[config.mk]
export PLATFORM = sky130hd
export DESIGN_NAME = mul_wb_arbiter
export DESIGN_NICKNAME = d
export VERILOG_FILES = /design/src/rtl/mul_wb_pkg.sv /design/src/rtl/mul_wb_fifo.sv /design/src/rtl/mul_wb_arbiter.sv
export SDC_FILE = /design/constraint.sdc
export NUM_CORES = 1
export LEC_CHECK = 0
export ABC_CLOCK_PERIOD_IN_PS = 2900
export CORE_ASPECT_RATIO = 1.4
export CORE_MARGIN = 3
export CORE_UTILIZATION = 45
export DETAILED_ROUTE_END_ITERATION = 8
export PLACE_DENSITY = 0.82
export SETUP_SLACK_MARGIN = 0.1
export SYNTH_ARGS = -nofsm -noshare
export SYNTH_HDL_FRONTEND = slang
export SYNTH_HIERARCHICAL = 1
export SYNTH_SLANG_ARGS = --single-unit
[constraint.sdc]
create_clock -name clk -period 2.9 [get_ports clk]
set_input_delay 0.58 -clock clk [delete_from_list [all_inputs] [get_ports clk]]
set_output_delay 0.58 -clock clk [all_outputs]
set_load 0.005 [all_outputs]
[src/rtl/mul_wb_pkg.sv]
// Shared types and constants for the multiplier/ALU writeback arbiter.
//   REG_SIZE       : datapath width
//   REG_ADDR_W     : register-file address width
//   mul_wb_entry_t : one buffered multiplier result {result, zero, overflow, dst}
package mul_wb_pkg;

  localparam int unsigned REG_SIZE   = 32;
  localparam int unsigned REG_ADDR_W = 5;

  typedef struct packed {
    logic [REG_SIZE-1:0]   result;
    logic                  zero;
    logic                  overflow;
    logic [REG_ADDR_W-1:0] dst;
  } mul_wb_entry_t;

  // A multiplier result writes only when it did not overflow and targets a real register.
  function automatic logic entry_we(input mul_wb_entry_t e);
    return !e.overflow && (e.dst != '0);
  endfunction

endpackage

[src/rtl/mul_wb_fifo.sv]
// Synchronous DEPTH-entry skid FIFO for multiplier results that lose arbitration.
// Ports:
//   clk, reset     : clock, synchronous active-high reset
//   push, din      : write one entry (caller guarantees !full)
//   pop            : drop the head entry (caller guarantees !empty)
//   head           : current head entry (valid when !empty)
//   full, empty    : occupancy flags
//   count          : number of stored entries, 0..DEPTH
module mul_wb_fifo
  import mul_wb_pkg::*;
#(
  parameter  int unsigned DEPTH = 2,
  localparam int unsigned CNT_W = $clog2(DEPTH + 1)
) (
  input  logic             clk,
  input  logic             reset,
  input  logic             push,
  input  logic             pop,
  input  mul_wb_entry_t    din,
  output mul_wb_entry_t    head,
  output logic             full,
  output logic             empty,
  output logic [CNT_W-1:0] count
);

  localparam int unsigned PTR_W = (DEPTH > 1) ? $clog2(DEPTH) : 1;

  mul_wb_entry_t    r_mem [DEPTH];
  logic [PTR_W-1:0] r_rd_ptr;
  logic [PTR_W-1:0] r_wr_ptr;
  logic [CNT_W-1:0] r_count;

  // Pointers wrap modulo DEPTH, which need not be a power of two.
  function automatic logic [PTR_W-1:0] next_ptr(input logic [PTR_W-1:0] p);
    return (p == PTR_W'(DEPTH - 1)) ? '0 : p + PTR_W'(1);
  endfunction

  assign head  = r_mem[r_rd_ptr];
  assign full  = (r_count == CNT_W'(DEPTH));
  assign empty = (r_count == '0);
  assign count = r_count;

  // Entry storage; contents need no reset because count gates visibility.
  always_ff @(posedge clk) begin
    if (push) r_mem[r_wr_ptr] <= din;
  end

  // Pointers and occupancy.
  always_ff @(posedge clk) begin
    if (reset) begin
      r_rd_ptr <= '0;
      r_wr_ptr <= '0;
      r_count  <= '0;
    end else begin
      if (push) r_wr_ptr <= next_ptr(r_wr_ptr);
      if (pop)  r_rd_ptr <= next_ptr(r_rd_ptr);
      case ({push, pop})
        2'b10:   r_count <= r_count + CNT_W'(1);
        2'b01:   r_count <= r_count - CNT_W'(1);
        default: r_count <= r_count;
      endcase
    end
  end

endmodule

[src/rtl/mul_wb_arbiter.sv]
// Writeback arbiter after multiplier stage M3: merges the multiplier and ALU result
// streams onto the single register-file write port. ALU wins every conflict; losing
// multiplier results wait in a skid FIFO and back-pressure M3 when it is full.
// Multiplier overflow becomes a no-write plus a one-cycle exception pulse.
// Ports:
//   clk, reset                         : clock, synchronous active-high reset
//   mul_valid/result/zero/overflow/dst : M3 result (ignored while mul_stall)
//   mul_stall                          : combinational hold request to M3 (FIFO full)
//   alu_valid/result/dst               : single-cycle ALU result
//   wb_valid/we/result/dst/zero        : registered writeback slot
//   wb_from_mul                        : slot carries a multiplier result
//   mul_ovf_exc                        : overflow exception, aligned with its wb_valid
// DEPTH legal range is 2..4.
module mul_wb_arbiter
  import mul_wb_pkg::*;
#(
  parameter int unsigned DEPTH = 2
) (
  input  logic                  clk,
  input  logic                  reset,
  input  logic                  mul_valid,
  input  logic [REG_SIZE-1:0]   mul_result,
  input  logic                  mul_zero,
  input  logic                  mul_overflow,
  input  logic [REG_ADDR_W-1:0] mul_dst,
  output logic                  mul_stall,
  input  logic                  alu_valid,
  input  logic [REG_SIZE-1:0]   alu_result,
  input  logic [REG_ADDR_W-1:0] alu_dst,
  output logic                  wb_valid,
  output logic                  wb_we,
  output logic [REG_SIZE-1:0]   wb_result,
  output logic [REG_ADDR_W-1:0] wb_dst,
  output logic                  wb_zero,
  output logic                  wb_from_mul,
  output logic                  mul_ovf_exc
);

  localparam int unsigned CNT_W = $clog2(DEPTH + 1);

  logic             w_mul_acc;
  logic             w_push;
  logic             w_pop;
  logic             w_sel_mul;
  logic             w_fifo_full;
  logic             w_fifo_empty;
  logic [CNT_W-1:0] w_count;
  mul_wb_entry_t    w_mul_in;
  mul_wb_entry_t    w_head;
  mul_wb_entry_t    w_sel;

  assign w_mul_in = '{result: mul_result, zero: mul_zero, overflow: mul_overflow, dst: mul_dst};

  assign mul_stall = (w_count == CNT_W'(DEPTH));
  assign w_mul_acc = mul_valid && !w_fifo_full;

  // Buffered results drain before any new one; bypass only with an empty FIFO.
  assign w_pop     = !alu_valid && !w_fifo_empty;
  assign w_push    = w_mul_acc && (alu_valid || !w_fifo_empty);
  assign w_sel_mul = !alu_valid && (!w_fifo_empty || w_mul_acc);
  assign w_sel     = w_fifo_empty ? w_mul_in : w_head;

  mul_wb_fifo #(.DEPTH(DEPTH)) u_fifo (
    .clk   (clk),
    .reset (reset),
    .push  (w_push),
    .pop   (w_pop),
    .din   (w_mul_in),
    .head  (w_head),
    .full  (w_fifo_full),
    .empty (w_fifo_empty),
    .count (w_count)
  );

  // Registered writeback slot; result, dst and zero hold when the slot is idle.
  always_ff @(posedge clk) begin
    if (reset) begin
      wb_valid    <= 1'b0;
      wb_we       <= 1'b0;
      wb_result   <= '0;
      wb_dst      <= '0;
      wb_zero     <= 1'b0;
      wb_from_mul <= 1'b0;
      mul_ovf_exc <= 1'b0;
    end else begin
      wb_valid    <= 1'b0;
      wb_we       <= 1'b0;
      wb_from_mul <= 1'b0;
      mul_ovf_exc <= 1'b0;
      if (alu_valid) begin
        wb_valid  <= 1'b1;
        wb_we     <= (alu_dst != '0);
        wb_result <= alu_result;
        wb_dst    <= alu_dst;
        wb_zero   <= (alu_result == '0);
      end else if (w_sel_mul) begin
        wb_valid    <= 1'b1;
        wb_we       <= entry_we(w_sel);
        wb_result   <= w_sel.result;
        wb_dst      <= w_sel.dst;
        wb_zero     <= w_sel.zero;
        wb_from_mul <= 1'b1;
        mul_ovf_exc <= w_sel.overflow;
      end
    end
  end

endmodule

==> key figures <==
Run status
  • Status: finished, final reports clean

Power and ir drop
  • Leak Pwr: 2.75 nW
  • Power Density: 888 nW/um^2
  • Seq pwr share: 38.1%
  • Logic gate share of total power: 29.1%
  • P_sw: 1.79 mW
  • VDD IR-drop max: ~0.0011 V
  • Tot Pwr: approximately 6.5 mW
  • Sw Share: 27.6%
  • Internal Dissipation: 4.70 mW
  • Clock share of power: 32.9%

Yosys
  • Async set-reset flop share out of synthesis: 0%
  • Post-synth top area share: 43.8%
  • Main area contributors after synthesis: edfxtp_1 (44%), dfxtp_1 (18%), mux2_2 (9.0%), nand2_1 (6.7%), mux2i_1 (6.2%)
  • Net count of the mapped netlist: 534
  • Yosys reg bits: 125
  • Post-Syn Area: approximately 5400 sq um
  • Cells after Synth: 453
  • Post-synth cell types: 35
  • EDFF count, synth: 78
  • Sequential-to-total area share from yosys stat: 61.3%
  • Syn Area/Cell: 11.8 sq um
  • Warning count from the yosys run: 6
  • Synth Flop Type: edfxtp_1
  • Largest area contributor in the netlist: edfxtp_1

Placement
  • Gp weighted congestion: ~0.8
  • I/O Buffers: 122
  • Post-detail-place hpwl: 9.12 mm
  • Dpl cells: ~700

Floorplanning
  • Chip Width: 98.2 um
  • Die H: 135 um
  • Core Area: 11,500 sq um
  • Row Count: 46
  • Die area: 13,300 sq um
  • Initial Utilization: a little under half
  • Num ports: ~120

Drt
  • Vias per cell: 5.51
  • DR vias: 4,039
  • Iter 0 DRT Violations: roughly 270
  • Post-Route WL: 13.6 mm
  • WL/cell: 18.6 um
  • DRT Pass-1 Iters: 5
  • Routed Antenna Nets: 0
  • Drt drc: 0

Timing
  • Fin Setup TNS: 0 ns
  • Max Clk Rate: 0.436 GHz
  • Slew HR: roughly 50%
  • Final Max Tran Viols: 0
  • Final setup skew: 0.00687 ns
  • Final Cycle Share: between 70% and 80%
  • Final hold vios: 0
  • WHS: 0.453 ns
  • Tmin final: 2.29 ns
  • Slew @ Worst Pin: approximately 0.74 ns
  • Unrepaired setup endpoints after global routing: false
  • Setup violators final: 0

Worst hold path
  • Hold path depth: 2
  • Hold Path End: wb_result[15]$_SDFFE_PP0P_
  • Min-Delay Path Class: reg -> reg
  • Worst Hold Launch: wb_result[15]$_SDFFE_PP0P_

Setup path
  • Critical Path Source Type: flop
  • Slowest-stage cell, CP: dfxtp_2
  • R2r setup slk: 0.61 ns
  • CP Capture Type: flop
  • Top delay family on crit path: flip-flops
  • CP cell instances: buf_4 -> mux2_2 -> mux2_4 -> a222oi_1 -> nor2_1
  • CP Data Arrival Time: between 2 and 3 ns
  • Reg-to-reg endpoint: wb_dst[3]$_SDFFE_PP0P_
  • Worst Path Buf+Inv: 1
  • CP required: roughly 3.2 ns
  • Kind of critical path: reg -> reg
  • Worst r2r path cells: 5
  • Crit Path Max Fanout: 23
  • CP max stage delay: 0.75 ns

Global routing
  • Initial antenna violation count: 1
  • GRT overflow: 0
  • First-pass GRT wire length: 21.5 mm
  • GRT Overall Usage: 21.0%
  • Vias in the first global route: between 4k and 5k
  • Largest net degree at the start of global routing: 45

Clocking
  • H-tree depth: 4
  • Root buffer cell: clkbuf_16
  • Skew-Pair Late Insertion Delay: 0.40 ns
  • Hold_buf cts: 0
  • Clk buf depth: 2
  • Gates resized, CTS repair: 0
  • Post-CTS Setup Bufs: 0
  • Clock transition at the registers of the reported paths: 0.06 ns
  • TritonCTS Buffers: 17
  • TritonCTS clock tree: yes
  • # clock sinks: 125

Layout
  • Commonest non-fill, non-tap cell in the layout: clkdlybuf4s50_1
  • Layout cell share with drive strength beyond 1: 15.3%
  • Area Growth Syn to Fin: 36.6%
  • Nets: 657
  • Final core utilization: 63.8%
  • Most frequent cells in the layout: clkdlybuf4s50_1 (120), nand2_1 (96), edfxtp_1 (78)
  • Fin cells: 733

Flow run
  • Maxcap violations: 0
[final cells by class]
type | instances | area [sq um]
Inverter | 2 | 7.51
Tap cell | 144 | 180
Antenna cell | 1 | 2.50
Sequential cell | 125 | 3280
Clock inverter | 7 | 113
Fill cell | 860 | 4140
Clock buffer | 24 | 492
Timing Repair Buffer | 132 | 1310
Multi-Input combinational cell | 298 | 1920
[routing by layer]
layer	track usage (%)	routed length [um]	share of wire, %
met1	23.0	5160	38
met2	37.0	7160	53
met3	5.74	809	5.9
met4	10.8	472	3.5
met5	0	0	0
[cell usage after synthesis (all sizes together), types with 2 or more instances]
cell type and count:
a21oi 35, a222oi 5, and2 3, and2b 2, buf 17, clkbuf 11, dfxtp 47, edfxtp 78
inv 2, mux2 45, mux2i 33, nand2 96, nand2b 3, nor2 16, nor2b 3, nor4 8
o21ai 33, or4 2, xnor2 3
[sequential cells by signal (all words and copies together), names as in the netlist, named ones only]
register,flops
u_fifo/r_wr_ptr,1
u_fifo/r_mem,78
wb_result,32
mul_ovf_exc,1
wb_valid,1
wb_dst,5
u_fifo/count,2
wb_zero,1
u_fifo/r_rd_ptr,1
wb_we,1
wb_from_mul,1
[worst reg2reg max path, stage by stage (launching register included)]
cell and delay, ns:
dfxtp_2 0.75, buf_4 0.39, mux2_2 0.38, mux2_4 0.27, a222oi_1 0.31, nor2_1 0.07
[power groups by stage]
stage	combinational, mW	sequential [mW]	clock [mW]
after floorplan	1.28	2.42	0
after global placement	1.83	2.48	0
after detailed placement	1.87	2.50	0
after CTS	1.89	2.47	2.16
after global routing	2.04	2.50	2.24
final	1.89	2.47	2.13
[worst max path at each step]
stage	startpoint	end	slack, ns	depth (start not counted)
after floorplan	u_fifo/count[0]$_SDFFE_PP0P_	u_fifo/r_mem[0][0]$_DFFE_PP_	0.43	5
after global placement	mul_valid	u_fifo/count[1]$_SDFFE_PP0P_	0.56	7
after detailed placement	mul_valid	u_fifo/count[1]$_SDFFE_PP0P_	0.48	7
after CTS	flop	wb_dst[3]$_SDFFE_PP0P_	0.60	5
after global routing	flop	wb_dst[3]$_SDFFE_PP0P_	0.51	5
final	flop	wb_dst[3]$_SDFFE_PP0P_	0.61	5
[stage by stage]
stage,worst slack [ns],instance area [sq um]
5_1_grt,0.510,7310
2_1_floorplan,0.434,5360
4_1_cts,0.604,7310
6_report,0.607,7310
3_3_place_gp,0.556,6700
3_5_place_dp,0.480,6700
[logic make-up (layout without fill, tap and decap cells)]
logic type	count (synthesis)	in the layout	share of synthesized area, %
mux	78	78	15.8
fa+ha+maj	1	1	0.234
flops	125	125	61.3
simple gates	137	137	10.8
compound gates	78	78	8.06
xor+xnor	4	4	0.655
buf+inv	30	165	3.09
other cells	0	1	0
No activity file was read; power rests on OpenSTA's default activity.
